===== src/rtl/cbus_arbiter.sv =====
// Round-robin arbiter that shares the memory-side cache bus between NumPorts requesters.
// A grant is held for a whole burst and released after the beat flagged last.

typedef struct packed {
  logic        valid;
  logic        is_write;
  logic [2:0]  size;
  logic [31:0] addr;
  logic [3:0]  strobe;
  logic [31:0] data;
  logic [7:0]  len;
} cbus_req_t;

typedef struct packed {
  logic        ready;
  logic        last;
  logic [31:0] data;
} cbus_resp_t;

module cbus_arbiter #(
  parameter int unsigned NumPorts = 2
) (
  input  logic                      clk,
  input  logic                      resetn,
  input  cbus_req_t  [NumPorts-1:0] ireqs_i,
  output cbus_resp_t [NumPorts-1:0] iresps_o,
  output cbus_req_t                 oreq_o,
  input  cbus_resp_t                oresp_i
);

  localparam int unsigned SelW = (NumPorts > 1) ? $clog2(NumPorts) : 1;
  localparam logic [SelW-1:0] LastPort = SelW'(NumPorts - 1);

  typedef enum logic {StIdle, StBusy} state_e;

  state_e          state_q, state_d;
  logic [SelW-1:0] sel_q, sel_d;
  logic [SelW-1:0] ptr_q, ptr_d;
  logic [SelW-1:0] scan_idx;
  logic [SelW-1:0] pick;
  logic            pick_vld;
  logic            burst_done;

  // First valid port found scanning ptr, ptr+1, ... modulo NumPorts.
  always_comb begin
    pick     = '0;
    pick_vld = 1'b0;
    scan_idx = '0;
    for (int unsigned i = 0; i < NumPorts; i++) begin
      scan_idx = SelW'((32'(ptr_q) + i) % NumPorts);
      if (!pick_vld && ireqs_i[scan_idx].valid) begin
        pick     = scan_idx;
        pick_vld = 1'b1;
      end
    end
  end

  assign burst_done = oresp_i.ready && oresp_i.last;

  always_comb begin
    state_d  = state_q;
    sel_d    = sel_q;
    ptr_d    = ptr_q;
    oreq_o   = '0;
    iresps_o = '0;
    unique case (state_q)
      StIdle: begin
        if (pick_vld) begin
          sel_d   = pick;
          state_d = StBusy;
        end
      end
      StBusy: begin
        // Pass-through keeps per-beat write data/strobe visible downstream.
        oreq_o          = ireqs_i[sel_q];
        iresps_o[sel_q] = oresp_i;
        if (burst_done) begin
          state_d = StIdle;
          ptr_d   = (sel_q == LastPort) ? '0 : sel_q + 1'b1;
        end
      end
      default: state_d = StIdle;
    endcase
  end

  always_ff @(posedge clk) begin
    if (!resetn) begin
      state_q <= StIdle;
      sel_q   <= '0;
      ptr_q   <= '0;
    end else begin
      state_q <= state_d;
      sel_q   <= sel_d;
      ptr_q   <= ptr_d;
    end
  end

endmodule


===== config.mk =====
export PLATFORM = sky130hd
export DESIGN_NAME = cbus_arbiter
export DESIGN_NICKNAME = d
export VERILOG_FILES = /design/src/rtl/cbus_arbiter.sv
export SDC_FILE = /design/constraint.sdc
export NUM_CORES = 1
export LEC_CHECK = 0
export ABC_AREA = 1
export ABC_CLOCK_PERIOD_IN_PS = 2020
export CAP_MARGIN = 20
export CORE_AREA = 5 5 132 134
export DETAILED_ROUTE_END_ITERATION = 6
export DIE_AREA = 0 0 137 139
export PLACE_DENSITY_LB_ADDON = 0.3
export SYNTH_ARGS = -nofsm -noshare
export SYNTH_HDL_FRONTEND = slang
export SYNTH_SLANG_ARGS = --single-unit

===== constraint.sdc =====
create_clock -name clk -period 2.02 [get_ports clk]
set_input_delay 0.404 -clock clk [delete_from_list [all_inputs] [get_ports clk]]
set_output_delay 0.404 -clock clk [all_outputs]
set_load 0.01 [all_outputs]

* Word-level counts from Yosys, hierarchy flattened
Cells that the tools add are included.
** Cells by class
- Mux-type cells :: 18
- $add $sub $neg :: 2
- $lt $le $gt $ge :: 4
- Bitwise operators :: 2
- Reductions and logical operators :: 6
** Operators with widths (count)
- $mux W81 :: 7
- $and A68 B68 Y68 :: 1
- $mux W68 :: 1
- $demux W34 S1 :: 1
- $mux W34 :: 1
- $mux W1 :: 7
- $lt A1 B2 Y1 const B :: 3
- $reduce_and A2 Y1 :: 2
- $logic_and A1 B1 Y1 :: 3
- $add A1 B1 Y1 const B :: 2
- $pmux W1 S2 :: 1
- $ge A1 B1 Y1 const B :: 1
- $logic_not A1 Y1 :: 1
- $not A1 Y1 :: 1
** Word-level totals
- Input bits :: 198
- Output and inout bits :: 149
- Register bits after elaboration :: 3

* Logic depth before layout (Yosys ltp)
Gate-level depths: netlist of run 1.
- Word-level depth :: 8
- Depth in mapped cells :: 6
- Mapped depth without buffers :: 6

* Worst setup path after synthesis of run 1
Ideal clock, no wire load.
- Path type :: reg-to-output
- Start :: reg state_q
- End :: out oreq_o[0] in the netlist's numbering
- Data required time :: 1616 ps
- Arrival :: 940 ps
- Buffers on the path :: 2
- Cell stages (with the launch flop) :: 7
- Slack :: 676 ps
- Cell sequence :: dfxtp_1 inv_2 nor2_2 buf_4 buf_4 nand2_1 nand2_1
** RTL lines
- from (decl) :: line 36 : state_e state_q, state_d;
- from (signal assigned) :: line 88 : state_q <= StIdle;
- from (signal assigned) :: line 92 : state_q <= state_d;
- to (decl) :: line 27 : output cbus_req_t oreq_o,

==> results.json, run 1 <==
{
  "fin_crit_sh_pct": 97.4,
  "port_buffers": 346,
  "powerDensity_mw_per_mm2": 281,
  "die_x_um": 137,
  "yosysUniqueCellTypes": 11,
  "placed_area_mm2": 0.00552,
  "setup_viol": 0,
  "drc": 0,
  "drt-wirelength-per-cell_um": 14.8,
  "drtAntennaViolNets": 0,
  "crit_required_ps": 1620,
  "drive_above_1_share_pct": 5.96,
  "arrival_ps": 1560,
  "seq_area_frac_synth_pct": 3.50,
  "start_util_pct": 10.6,
  "die_y_um": 139,
  "grt_usage_pct": 13.4,
  "tns_ps": 0,
  "skew_ps": 1.96,
  "antenna_found_initial": 0,
  "clock_latency_ps": 220,
  "regArea_um2": 65.1,
  "antenna_cells": 0,
  "fin_area_mm2": 0.00547,
  "p_leak_uw": 0.00309,
  "most-common-layout-cells": "197 x clkdlybuf4s50_1, 169 x nand2_1, 124 x dlygate4sd2_1, 84 x nand3_1, 70 x nor2_1",
  "overflow": 0,
  "top_level_ports": 347,
  "n_fill_cell": 1831,
  "fmax_mhz": 508,
  "hold_viol_final": 0,
  "ys_warn_count": 0,
  "maxCapViolCount": 0,
  "critical_path_class": "reg -> out",
  "netlist_area_mm2": 0.00172,
  "yosysTopAreaCell": "nand2_1",
  "synth.area.top_cells": "nand2_1 37%, nand3_1 24%, nor2_1 15%",
  "grt_pass1_wl_mm": 20.2,
  "cts_tree": "yes",
  "multi_input_area_mm2": 0.00134,
  "slew_violations": 0,
  "numCtsBuffers": 3,
  "clkTransAtPathRegs_ps": 30,
  "grt_max_degree": 50,
  "maxSlewHeadroom_pct": 80.4,
  "layout_commonest_cell": "clkdlybuf4s50_1",
  "cts_max_level": 1,
  "synthCells": 401,
  "finalCriticalPeriod_ps": 1970,
  "worstPathMaxFanout": 20,
  "clockBufferDepth": 2,
  "avgViaCountPerCell": 3.90,
  "drt_iter0_drc": 143,
  "fin_nets": 937,
  "ir_worst_vdd_v": 0.000224,
  "hold_path_class": "reg -> reg",
  "dpl.hpwl_mm": 11.3,
  "worst_slew_pin_slew_ps": 294,
  "cts_sinks": 3,
  "first_global_vias": 3691,
  "via_count": 3733,
  "crit_path_end_kind": "output pin",
  "ys_seq_elements": 3,
  "synth_nets": 599,
  "status": "complete, no violations",
  "wirelength_mm": 14.2,
  "critPathLaunchType": "flip-flop",
  "cts_root_buf": "clkbuf_16",
  "row_count": 47,
  "core-area_mm2": 0.0162,
  "drtPass1Iterations": 4,
  "yosys.area.top_type_share_pct": 36.9,
  "gp_congestion": 0.785,
  "syn_to_final_growth_pct": 219,
  "avgSynthCellArea_um2": 4.28,
  "fp.dieArea_mm2": 0.0190
}
cell usage after synthesis:
library cell and count:
inv_2 2, nand3_1 84, nor2_1 70, buf_4 8, a21oi_1 2, inv_1 37
buf_2 19, nor2_2 1, dfxtp_1 3, nand2_1 169, clkbuf_1 6
timing repair:
item                                    CTS  global route
hold buffers                              0             0
endpoints found under the setup margin  147            41
cloned                                    2             0
gates resized for setup                 151            37
hold endpoints to repair                  0             0
pin swaps                                 1             0
setup buffers                             2             0
final cells by class:
type	count	share of cell area (%)
inverters	39	2.67
well taps	220	5.03
flip-flops and latches	3	1.19
multi-input cells	326	24.5
clock buffers	4	1.44
repair buffers	366	65.2
per-layer routing:
layer	vias to the layer above	GRT usage (%)	part of all wire, %	routed length, um
li1	1892	-	-	-
met1	1613	15.3	39	5490
met2	216	23.3	47	6660
met3	12	5.26	13	1880
met4	0	3.36	1.3	191
met5	-	0	0	0
critical path, cell delays in order (launching register included):
cell             delay [ps]
dfxtp_4                 360
inv_2                    50
nor2_4                  140
buf_6                   140
bufbuf_16               290
nand2_1                  60
nand2_1                  50
clkdlybuf4s15_1         240
state kept, by name, indices dropped and copies added (netlist names):
register / flops
ptr_q: 1
sel_q: 1
state_q: 1
cells by family after synthesis:
kind of cell	share of synthesized area, %
and+or+nand+nor	77.1
DFF	3.50
buffers and inverters	18.9
AOI/OAI and AO/OA	0.583
final timing paths:
kind / start / to / slack [ps] / depth (start not counted)
setup reg to reg: sel_q / sel_q / 880 / 6
hold / removal: ptr_q / ptr_q / 470 / 2
hold reg to reg: ptr_q / ptr_q / 470 / 2
setup / recovery: state_q / oreq_o[7] / 50 / 7
per-stage QoR:
step | setup slack, ps | hold slack (ps) | util [%] | cells | total power [uW]
final | 51.7 | 471 | 33.8 | 958 | 1540
after global routing | -0.000666 | 491 | 33.8 | 958 | 1650
after CTS | 0.612 | 467 | 34.1 | 958 | 1570
after detailed placement | -93.3 | 461 | 34.1 | 950 | 1320
after global placement | -71.6 | 463 | 34.1 | 950 | 1330
after floorplan | 676 | 441 | - | 401 | 453
where the power goes:
group,internal (uW),total [uW],switching [uW]
Sequential,63.7,68.8,5.13
Combinational,661,1160,494
Clock,260,314,54.0
(Power assumes the default switching activity.)
==> run 2, diff against run 1 <==
--- a/config.mk
+++ b/config.mk
@@ -12,6 +12,7 @@
 export DETAILED_ROUTE_END_ITERATION = 6
 export DIE_AREA = 0 0 137 139
 export PLACE_DENSITY_LB_ADDON = 0.3
+export SETUP_SLACK_MARGIN = 0.3
 export SYNTH_ARGS = -nofsm -noshare
 export SYNTH_HDL_FRONTEND = slang
 export SYNTH_SLANG_ARGS = --single-unit
==> results.json, run 2 (same netlist as run 1, synthesis figures left out) <==
{
  "first_global_vias": 3791,
  "numCtsBuffers": 3,
  "die_x_um": 137,
  "row_count": 47,
  "routed.top_layer": "met4",
  "critical_path_class": "reg -> out",
  "clockBufferDepth": 2,
  "place_ws_ps": -93.3,
  "core-area_mm2": 0.0162,
  "crit_path_end": "oreq_o[37]",
  "rsz0062_at_grt": "yes",
  "antenna_cells": 0,
  "die_y_um": 139,
  "setup_viol": 0,
  "status": "complete, no violations",
  "routed-wl-met3_mm": 1.95,
  "drt-wirelength-per-cell_um": 15.9,
  "critPathLaunchType": "flip-flop",
  "gp_congestion": 0.785,
  "skew_ps": 2.06,
  "fin_nets": 960,
  "finalPower_uw": 1820,
  "antenna_found_initial": 0,
  "postCtsHoldBufs": 0,
  "maxCapViolCount": 0,
  "crit_path_end_kind": "output pin",
  "p_leak_uw": 0.00312,
  "fin_crit_sh_pct": 90.4,
  "clkTransAtPathRegs_ps": 30,
  "syn_to_final_growth_pct": 249,
  "via_count": 3845,
  "drc": 0,
  "cts_tree": "yes",
  "fmax_mhz": 548,
  "fp.dieArea_mm2": 0.0190,
  "ir_worst_vdd_v": 0.000229,
  "reg_top3": "ptr_q (1), sel_q (1), state_q (1)",
  "grt_max_degree": 36,
  "reg2reg_from": "state_q",
  "r2r_slack_ps": 880,
  "port_buffers": 346,
  "crit_required_ps": 1620,
  "setup_ws_ps": 195,
  "cts_max_level": 1,
  "drt_iter0_drc": 100,
  "reg2reg_depth": 8,
  "grt_usage_pct": 14.3,
  "timing.rr.end": "sel_q",
  "most-common-layout-cells": "196 x clkdlybuf4s50_1, 120 x nand2_1, 84 x nand3_1, 56 x nor2_1, 56 x buf_2",
  "overflow": 0,
  "cts_sinks": 3,
  "grt_pass1_wl_mm": 21.3,
  "clock_latency_ps": 220,
  "slew_violations": 0,
  "powerDensity_mw_per_mm2": 304,
  "cts_root_buf": "clkbuf_16",
  "drive_above_1_share_pct": 34.6,
  "finalCriticalPeriod_ps": 1830,
  "top_level_ports": 347,
  "layout_commonest_cell": "clkdlybuf4s50_1",
  "drtAntennaViolNets": 0,
  "start_util_pct": 10.6,
  "post-route-util_pct": 37.1,
  "hold_viol_final": 0,
  "crit_start": "state_q",
  "hold_path_class": "reg -> reg",
  "dpl.hpwl_mm": 11.3,
  "avgViaCountPerCell": 3.92,
  "arrival_ps": 1420,
  "wl_met1_mm": 5.90,
  "worstPathMaxFanout": 10,
  "drtPass1Iterations": 4,
  "wl_met2_mm": 7.58,
  "maxSlewHeadroom_pct": 85.8,
  "worst_slew_pin_slew_ps": 213,
  "wirelength_mm": 15.6
}
## run 2: cell types whose count changed in the layout (fill, tap and decap cells not counted), moves of 26 or more
cell	before	now
buf_2	0	56
buf_6	2	33
clkdlybuf4s15_2	0	26
dlygate4sd2_1	124	0
nand2_1	169	120
nand2_2	0	29
## run 2: cell type report
type                            count  area [um2]
Fill cell                        1758       10200
Timing Repair Buffer              389        3820
Multi-Input combinational cell    326        1600
Tap cell                          220         275
Inverter                           39         149
Clock buffer                        4        78.8
Sequential cell                     3        67.6
## run 2: worst min-delay path by stage
stage | from | to | cells after the start
6_report | ptr_q | ptr_q | 2
5_1_grt | ptr_q | ptr_q | 2
4_1_cts | ptr_q | ptr_q | 2
3_5_place_dp | ptr_q | ptr_q | 2
3_3_place_gp | ptr_q | ptr_q | 2
2_1_floorplan | ptr_q | ptr_q | 2
## run 2: power by group
part / switching [uW] / internal [uW]
Sequential: 5.48 / 63.0
Clock: 54.4 / 260
Combinational: 597 / 838
## run 2: metrics by stage
step / hold WS [ps] / std cells / area [um2] / TNS (ps)
global placement: 463 / 950 / 5520 / -231
CTS: 467 / 971 / 5810 / 0
detailed placement: 461 / 950 / 5520 / -158
floorplan: 441 / 401 / 1720 / 0
finish: 469 / 981 / 5990 / 0
global route: 491 / 981 / 5990 / 0
## run 2: worst max-delay path, cell delays in order (launching register included)
cell and delay [ps]:
dfxtp_4 360, inv_4 40, nor2_4 130, buf_12 170, clkbuf_16 170, nand2_1 50
nand2_1 50, clkdlybuf4s15_2 220
## run 2: metal layers
layer / track usage [%] / up-vias
met5: 0 / -
met4: 3.05 / 0
met2: 24.9 / 214
met1: 16.7 / 1679
li1: - / 1946
met3: 5.15 / 6
## run 2: what timing repair did
action	CTS	global route
cloned	8	5
setup buffers	9	5
resized for setup	446	217
pin swaps	1	8
endpoints found under the setup margin	149	149
